**src/rtl/lookup_scheduler.sv**
```systemverilog
// Round-robin scheduler sharing one fixed-latency lookup engine between header-parser requesters,
// with requester-ID tracking through the engine and a pause/drain handshake for reconfiguration.

typedef struct packed {
  logic        valid;
  logic [7:0]  port;
  logic [15:0] ethertype;
  logic [47:0] dmac;
  logic [47:0] smac;
} tuple_t;

module lookup_scheduler #(
  parameter int unsigned C_NUM_REQ          = 6,
  parameter int unsigned C_LOOKUP_LATENCY   = 1,
  parameter int unsigned C_OUT_PORT_WIDTH   = 8,
  parameter int unsigned C_MATCH_ADDR_WIDTH = 10
) (
  input  logic                          clk,
  input  logic                          reset,
  input  logic [C_NUM_REQ-1:0]          req_valid,
  output logic [C_NUM_REQ-1:0]          req_ready,
  input  tuple_t [C_NUM_REQ-1:0]        req_tuple,
  output tuple_t                        lu_tuple,
  input  logic                          lu_action_match,
  input  logic                          lu_action_valid,
  input  logic [C_OUT_PORT_WIDTH-1:0]   lu_action_port,
  input  logic [C_OUT_PORT_WIDTH-1:0]   lu_action_vport,
  input  logic [1:0]                    lu_action_type,
  input  logic [C_MATCH_ADDR_WIDTH-1:0] lu_action_match_addr,
  output logic [C_NUM_REQ-1:0]          rsp_valid,
  output logic                          rsp_match,
  output logic [C_OUT_PORT_WIDTH-1:0]   rsp_port,
  output logic [C_OUT_PORT_WIDTH-1:0]   rsp_vport,
  output logic [1:0]                    rsp_type,
  output logic [C_MATCH_ADDR_WIDTH-1:0] rsp_match_addr,
  input  logic                          cfg_pause,
  output logic                          pause_ack,
  input  logic                          err_clear,
  output logic                          err_unexpected,
  output logic                          err_missing,
  output logic [31:0]                   stat_issued
);

  localparam int unsigned IdW = (C_NUM_REQ > 1) ? $clog2(C_NUM_REQ) : 1;

  typedef enum logic [1:0] {StRun, StDrain, StPaused} state_e;

  state_e                                state_q;
  logic                                  pause_ack_q;
  logic [IdW-1:0]                        rr_ptr_q;
  logic [IdW-1:0]                        grant_idx;
  logic [IdW-1:0]                        scan_idx;
  logic                                  found;
  logic                                  grant_en;
  tuple_t                                issue_tuple;
  tuple_t                                lu_tuple_q;
  logic [IdW-1:0]                        issue_id_q;
  logic [C_LOOKUP_LATENCY-1:0]           pipe_vld_q;
  logic [C_LOOKUP_LATENCY-1:0][IdW-1:0]  pipe_id_q;
  logic                                  tail_vld;
  logic [IdW-1:0]                        tail_id;
  logic [C_NUM_REQ-1:0]                  rsp_valid_q;
  logic                                  rsp_match_q;
  logic [C_OUT_PORT_WIDTH-1:0]           rsp_port_q;
  logic [C_OUT_PORT_WIDTH-1:0]           rsp_vport_q;
  logic [1:0]                            rsp_type_q;
  logic [C_MATCH_ADDR_WIDTH-1:0]         rsp_match_addr_q;
  logic                                  err_unexpected_q;
  logic                                  err_missing_q;
  logic [31:0]                           stat_issued_q;
  logic                                  drained;

  // First valid requester scanning upward from the slot after the last grant.
  always_comb begin
    found     = 1'b0;
    grant_idx = rr_ptr_q;
    scan_idx  = rr_ptr_q;
    for (int unsigned k = 1; k <= C_NUM_REQ; k++) begin
      scan_idx = IdW'((32'(rr_ptr_q) + k) % C_NUM_REQ);
      if (!found && req_valid[scan_idx]) begin
        found     = 1'b1;
        grant_idx = scan_idx;
      end
    end
    grant_en  = reset && (state_q == StRun) && !cfg_pause && found;
    req_ready = '0;
    if (grant_en) req_ready[grant_idx] = 1'b1;
    issue_tuple       = req_tuple[grant_idx];
    issue_tuple.valid = 1'b1;
  end

  assign tail_vld = pipe_vld_q[C_LOOKUP_LATENCY-1];
  assign tail_id  = pipe_id_q[C_LOOKUP_LATENCY-1];
  assign drained  = !lu_tuple_q.valid && !(|pipe_vld_q) && !(|rsp_valid_q);

  always_ff @(posedge clk or negedge reset) begin
    if (!reset) begin
      rr_ptr_q         <= IdW'(C_NUM_REQ - 1);
      lu_tuple_q       <= '0;
      issue_id_q       <= '0;
      pipe_vld_q       <= '0;
      pipe_id_q        <= '0;
      rsp_valid_q      <= '0;
      rsp_match_q      <= 1'b0;
      rsp_port_q       <= '0;
      rsp_vport_q      <= '0;
      rsp_type_q       <= '0;
      rsp_match_addr_q <= '0;
      err_unexpected_q <= 1'b0;
      err_missing_q    <= 1'b0;
      stat_issued_q    <= '0;
    end else begin
      if (grant_en) begin
        rr_ptr_q      <= grant_idx;
        lu_tuple_q    <= issue_tuple;
        issue_id_q    <= grant_idx;
        stat_issued_q <= stat_issued_q + 32'd1;
      end else begin
        lu_tuple_q.valid <= 1'b0;
      end
      // ID pipeline advances with the engine so its tail meets lu_action_valid.
      pipe_vld_q[0] <= lu_tuple_q.valid;
      pipe_id_q[0]  <= issue_id_q;
      for (int unsigned i = 1; i < C_LOOKUP_LATENCY; i++) begin
        pipe_vld_q[i] <= pipe_vld_q[i-1];
        pipe_id_q[i]  <= pipe_id_q[i-1];
      end
      rsp_valid_q <= '0;
      if (tail_vld && lu_action_valid) begin
        rsp_valid_q[tail_id] <= 1'b1;
        rsp_match_q          <= lu_action_match;
        rsp_port_q           <= lu_action_port;
        rsp_vport_q          <= lu_action_vport;
        rsp_type_q           <= lu_action_type;
        rsp_match_addr_q     <= lu_action_match_addr;
      end
      err_unexpected_q <= (!tail_vld && lu_action_valid) || (err_unexpected_q && !err_clear);
      err_missing_q    <= (tail_vld && !lu_action_valid) || (err_missing_q && !err_clear);
    end
  end

  always_ff @(posedge clk or negedge reset) begin
    if (!reset) begin
      state_q     <= StRun;
      pause_ack_q <= 1'b0;
    end else begin
      unique case (state_q)
        StRun: begin
          if (cfg_pause) state_q <= StDrain;
        end
        StDrain: begin
          if (!cfg_pause) begin
            state_q <= StRun;
          end else if (drained) begin
            state_q     <= StPaused;
            pause_ack_q <= 1'b1;
          end
        end
        StPaused: begin
          if (!cfg_pause) begin
            state_q     <= StRun;
            pause_ack_q <= 1'b0;
          end
        end
        default: begin
          state_q     <= StRun;
          pause_ack_q <= 1'b0;
        end
      endcase
    end
  end

  assign lu_tuple       = lu_tuple_q;
  assign rsp_valid      = rsp_valid_q;
  assign rsp_match      = rsp_match_q;
  assign rsp_port       = rsp_port_q;
  assign rsp_vport      = rsp_vport_q;
  assign rsp_type       = rsp_type_q;
  assign rsp_match_addr = rsp_match_addr_q;
  assign pause_ack      = pause_ack_q;
  assign err_unexpected = err_unexpected_q;
  assign err_missing    = err_missing_q;
  assign stat_issued    = stat_issued_q;

endmodule

```
**config.mk**
```make
export PLATFORM = sky130hd
export DESIGN_NAME = lookup_scheduler
export DESIGN_NICKNAME = d
export VERILOG_FILES = /design/src/rtl/lookup_scheduler.sv
export SDC_FILE = /design/constraint.sdc
export NUM_CORES = 1
export LEC_CHECK = 0
export ABC_CLOCK_PERIOD_IN_PS = 8800
export BUFFER_PORTS_ARGS = -buffer_cell sky130_fd_sc_hd__buf_2
export CORE_AREA = 2 2 376 378
export CTS_CLUSTER_SIZE = 16
export DETAILED_ROUTE_END_ITERATION = 6
export DIE_AREA = 0 0 378 380
export SETUP_SLACK_MARGIN = 0.5
export SYNTH_ARGS = -nofsm -noshare
export SYNTH_HDL_FRONTEND = slang
export SYNTH_SLANG_ARGS = --single-unit
```
**constraint.sdc**
```tcl
create_clock -name clk -period 8.8 [get_ports clk]
set_clock_uncertainty 0.05 [all_clocks]
set_input_delay 1.76 -clock clk [delete_from_list [all_inputs] [get_ports clk]]
set_output_delay 1.76 -clock clk [all_outputs]
set_load 0.02 [all_outputs]
```
; Yosys cells after proc, flatten, opt, wreduce, memory -nomap -nowiden
; Index checks and enable logic that the tools add are counted.
[totals]
reg_bits = 203
wordCells = 127
[op_classes]
add_sub_neg = 7
n_div = 6
magnitude_cmp = 10
eq_ne = 7
mux = 42
n_bitwise = 1
reduce_logical = 34
[op_table]
columns = cell, count
row1 = binary-select mux 121 bit (select 3 bit), 1
row2 = modulo 32 x 3 -> 32 bit (second input constant), 6
row3 = two-way mux 120 bit, 1
row4 = adder 32 x 1 -> 32 bit (second input constant), 1
row5 = < comparator 3 x 4 -> 1 bit (second input constant), 8
row6 = binary-select mux 1 bit (select 3 bit), 6
row7 = two-way mux 1 bit, 18
row8 = two-way mux 3 bit, 6
row9 = logical AND 1 bit, 17
row10 = adder 3 x 3 -> 4 bit (second input constant), 3
row11 = two-way mux 6 bit, 2
row12 = logical NOT 1 bit, 11
row13 = adder 3 x 2 -> 4 bit (second input constant), 2
row14 = two-way mux 2 bit, 4
row15 = inequality test 2 bit (second input constant), 4
row16 = demux 1 bit (select 3 bit), 2
row17 = greater-or-equal comparator 3 x 1 -> 1 bit (second input constant), 2
row18 = case mux 2 bit (3 select lines), 1
row19 = OR reduction 6 bit, 1
row20 = adder 3 x 1 -> 4 bit (second input constant), 1
row21 = AND reduction 4 bit, 1
row22 = inequality test 3 bit (second input constant), 1
row23 = case mux 1 bit (3 select lines), 1
row24 = AND reduction 3 bit, 1
row25 = other kinds (5), 6

; Logic depth before layout (Yosys ltp)
[depth]
ltp_word = 25
depth_mapped = 19
depth_no_buf = 14

; Worst setup path after synthesis
; Ideal clock, no wire load.
[synth_path]
path_type = input-to-output
startpoint = in req_valid[0]
endpoint = out req_ready[2]
t_arrival_ns = 4.460
t_required_ns = 6.990
setup_slack_ns = 2.530
path_stages = 12
path_cell_list = mux2_2 maj3_2 a211oi_4 o31ai_4 a21oi_1 nand2b_1 a31oi_1 buf_2 buf_4 clkbuf_1 nand2_1 nor3_1
[synth_via]
elab_chain_len = 23
[synth_lines]
columns = element, line_no
row1 = "start, declared", 20  ; input logic [C_NUM_REQ-1:0] req_valid,
row2 = binary-select mux 1 bit (select 3 bit), 80  ; if (!found && req_valid[scan_idx]) begin
row3 = two-way mux 1 bit (implied by the code), 80
row4 = two-way mux 1 bit, 80
row5 = logical NOT 1 bit, 80
row6 = logical AND 1 bit, 80
row7 = two-way mux 1 bit, 80
row8 = logical NOT 1 bit, 80
row9 = logical AND 1 bit, 80
row10 = [... 7 more ...], n/a
row11 = logical NOT 1 bit, 80
row12 = logical AND 1 bit, 80
row13 = two-way mux 3 bit, 80
row14 = < comparator 3 x 4 -> 1 bit (implied by the code) or greater-or-equal comparator 3 x 1 -> 1 bit (tied branches), 87  ; if (grant_en) req_ready[grant_idx] = 1'b1;
row15 = logical AND 1 bit (implied by the code), 87
row16 = two-way mux 1 bit (implied by the code), 87
row17 = demux 1 bit (select 3 bit), 87
row18 = two-way mux 6 bit (*), 87
row19 = "end, declared", 21  ; output logic [C_NUM_REQ-1:0] req_ready,
; Every way passes the cells marked *; elsewhere a longest branch is shown, timed or not. The select of a mux whose other input is x is not followed.

; Worst setup path in the final report
[layout_path]
startpoint = reg rr_ptr_q[0]
endpoint = out req_ready[0]
[layout_via]
elab_chain_len = 25
[layout_lines]
columns = element, line_no
row1 = "start, declared", 50  ; logic [IdW-1:0] rr_ptr_q;
row2 = "start signal, assigned", 98  ; rr_ptr_q <= IdW'(C_NUM_REQ - 1);
row3 = "start signal, assigned", 114  ; rr_ptr_q <= grant_idx;
row4 = adder 3 x 1 -> 4 bit, 79  ; scan_idx = IdW'((32'(rr_ptr_q) + k) % C_NUM_REQ);
row5 = modulo 32 x 3 -> 32 bit, 79
row6 = binary-select mux 1 bit (select 3 bit), 80
row7 = two-way mux 1 bit (implied by the code), 80
row8 = two-way mux 1 bit, 80
row9 = logical NOT 1 bit, 80
row10 = logical AND 1 bit, 80
row11 = two-way mux 1 bit, 80
row12 = [... 9 more ...], n/a
row13 = logical NOT 1 bit, 80
row14 = logical AND 1 bit, 80
row15 = two-way mux 3 bit, 80
row16 = < comparator 3 x 4 -> 1 bit (implied by the code) or greater-or-equal comparator 3 x 1 -> 1 bit (tied branches), 87
row17 = logical AND 1 bit (implied by the code), 87
row18 = two-way mux 1 bit (implied by the code), 87
row19 = demux 1 bit (select 3 bit), 87
row20 = two-way mux 6 bit (*), 87
; Marks and branches as above.

==> impl_metrics.toml <==
[synth]
yosysTopAreaCell = "mux2i_1"
ys.flop_type = "dfrtp_1"
netlist_instances = 2638
ys_ff_latch = 202
synthArstFlopShare_pct = 100.0
synth-edff-count = 0
synth.avg_cell_area_sq_um = 9.376
synth_area_sq_um = 24730
syn_nets = 3415
yosysTopAreaCellShare_pct = 34.24
synth.distinct_cells = 75
seq_area_frac_synth_pct = 20.45
synth_warnings = 0
synth.area.top_cells = "mux2i_1 34%, dfrtp_1 20%, a221oi_1 13%"

[critical_path]
cp-start-kind = "flip-flop"
rrSetupSlack_ns = 2.00
timing.rr.end = "lu_tuple[82]"
timing.critical_path.cells = "inv_1, ha_1, xnor2_4, ha_1, nor2b_1, nand3_1, o211a_1, o31ai_4, a21oi_1, o31ai_1, a31o_4, nand2_1, nor3_1, buf_2"
worstSetupPathType = "reg2out"
end_kind = "output pin"
max_stage_delay_ns = 1.10
r2r_start = "rr_ptr_q[0]"
crit_slowest_cell = "dfstp_4"
critPathMaxFanout = 45
arrival_ns = 5.99
crit_path_frequent_cell = "ha_1"
reg2reg_depth = 15
required_ns = 6.99

[routing]
firstDrtPassIters = 6
vias_per_cell = 5.479
drtAntennaViolNets = 0
num_vias = 29090
wl_per_cell_um = 25.82
wl_met1_um = 55200
wl_um = 137100
route.met3.wl_um = 14270
routed-wl-met2_um = 60040
drc = 0
drt_iter0_markers = 2485
top_layer = "met5"

[worst_hold_path]
holdPathStages = 0
min_from = "issue_id_q[0]"
holdPathEnd = "pipe_id_q[0]"
hold_path.class = "reg2reg"

[clock_tree]
cts_resized = 0
cts_setup_buffers = 0
clk_latency_ns = 0.63
clockBufferDepth = 3
htreeDepth = 1
clkSlewWorstSetupHoldPaths_ns = 0.06
ctsHoldBuffers = 0
clock-sinks = 202
cts_tree = "done"
cts_made_buffers = 31
root_buffer = "clkbuf_16"

[die]
ios = 963
die_h_um = 380
die_area_sq_um = 143600
initial_core_util_pct = 17.77
core_sq_um = 139200
rows = 137
fp.dieW_um = 378

[sta]
min_period_ns = 7.795
setup_viol = 0
fmax_mhz = 128.3
final_max_slew_viol_count = 0
tns_ns = 0
max-slew-margin-rel_pct = 5.199
hold_viol_final = 0
tightest_slew_ns = 1.422
rsz0062_at_grt = "false"
period_share_pct = 88.58

[finish]
area_growth_pct = 30.53
fin_nets = 4138
drive_above_1_share_pct = 33.88
n_fill_cell = 15350

[global_routing]
track_usage_pct = 17.79
grt_first_pass_wirelength_um = 191000
grt-ovfl-total = 0
grt_pass1_vias = 26850
antenna_found_initial = 99
grt_max_degree = 177

[outcome]
status = "complete, no violations"

[flow_run]
drv_cap = 0

[placement]
io_buffers = 956
place.gp.congestion = 0.9054
hpwl_um = 103500
==> sequential cells by signal, indices dropped and copies added, names as in the netlist <==
register	count
state_q	2
lu_tuple	121
issue_id_q	2
rsp_match	1
pause_ack	1
rsp_type	2
err_unexpected	1
pipe_id_q	3
rr_ptr_q	3
rsp_match_addr	10
rsp_port	8
rsp_vport	8
rsp_valid	6
stat_issued	32
pipe_vld_q	1
err_missing	1
==> cells by family after synthesis <==
group / share of synthesized area (%)
flip-flops: 20.45
buffers and inverters: 6.202
adder cells (fa/ha/maj): 0.6020
AND/OR/NAND/NOR: 5.585
XOR/XNOR: 1.346
multiplexers: 36.41
AO/OA/AOI/OAI: 29.41
==> worst max path at each step <==
stage                 start            to  cells past startpoint
6_report        rr_ptr_q[0]  req_ready[0]                     14
2_1_floorplan  req_valid[0]  req_ready[2]                     12
3_5_place_dp    rr_ptr_q[0]  req_ready[0]                     14
4_1_cts         rr_ptr_q[0]  req_ready[0]                     14
5_1_grt         rr_ptr_q[0]  req_ready[0]                     14
3_3_place_gp    rr_ptr_q[0]  req_ready[0]                     14
==> cells in the final DEF, fill, tap and decap left out, drive strengths merged, types with 4 or more instances in the layout <==
cell	instances
a211oi	4
a21oi	11
a221o	120
a221oi	361
a22oi	4
a31oi	4
and3	10
and4	4
buf	1019
bufinv	5
clkbuf	46
clkinv	5
dfrtp	200
diode	48
ha	11
inv	15
mux2	37
mux2i	848
mux4	4
nand2	35
nand2b	4
nand3	17
nand4	7
nor2	24
nor2b	5
nor3	8
nor4	124
o21a	5
o21ai	13
o22ai	362
xnor2	29
xor2	6
==> cell usage after synthesis, drive strengths merged, types with 5 or more instances <==
| cell type | n |
|---|---|
| a21oi | 11 |
| a221o | 120 |
| a221oi | 361 |
| and3 | 10 |
| buf | 140 |
| clkbuf | 189 |
| dfrtp | 200 |
| ha | 11 |
| inv | 14 |
| mux2 | 37 |
| mux2i | 848 |
| nand2 | 35 |
| nand3 | 17 |
| nand4 | 7 |
| nor2 | 24 |
| nor2b | 5 |
| nor3 | 8 |
| nor4 | 124 |
| o21a | 5 |
| o21ai | 13 |
| o22ai | 362 |
| xnor2 | 29 |
| xor2 | 6 |
==> cell type report <==
type	instances	area [sq um]	area share, %
well taps	1876	2347	7.270
flip-flops and latches	202	5061	15.68
clock inverters	11	190.2	0.5891
clock buffers	46	912.1	2.825
inverters	15	56.30	0.1744
diodes	48	120.1	0.3720
repair buffers	1019	5380	16.66
multi-input cells	2092	18220	56.43
==> per-stage QoR <==
stage / area, sq um / worst slack, ns / instances / util, % / hold slack (ns)
after floorplan: 24730 / 2.530 / 2638 / - / 0.3035
after global placement: 31060 / 1.674 / 5204 / 22.32 / 0.3141
after detailed placement: 31060 / 1.643 / 5204 / 22.32 / 0.3302
after CTS: 32160 / 0.9191 / 5261 / 23.11 / 0.3418
after global routing: 32230 / 0.6728 / 5286 / 23.15 / 0.3492
final: 32280 / 1.005 / 5309 / 23.20 / 0.3335
==> worst max-delay path: cells and delay by family (launching register included) <==
family          cells  cell delay [ns]
buf+inv             2             0.55
xor+xnor            1             0.28
fa+ha+maj           2             0.64
compound gates      5             1.91
simple gates        4             0.86
flops               1             1.10
==> routing by layer <==
| layer | up-vias | GRT usage [%] |
|---|---|---|
| li1 | 12730 | - |
| met1 | 14400 | 22.04 |
| met2 | 1481 | 27.79 |
| met3 | 406 | 6.210 |
| met4 | 74 | 7.511 |
| met5 | - | 0 |
Power is not shown: default switching activity piles up to over one toggle a cycle in this logic, so the estimate is an artifact.
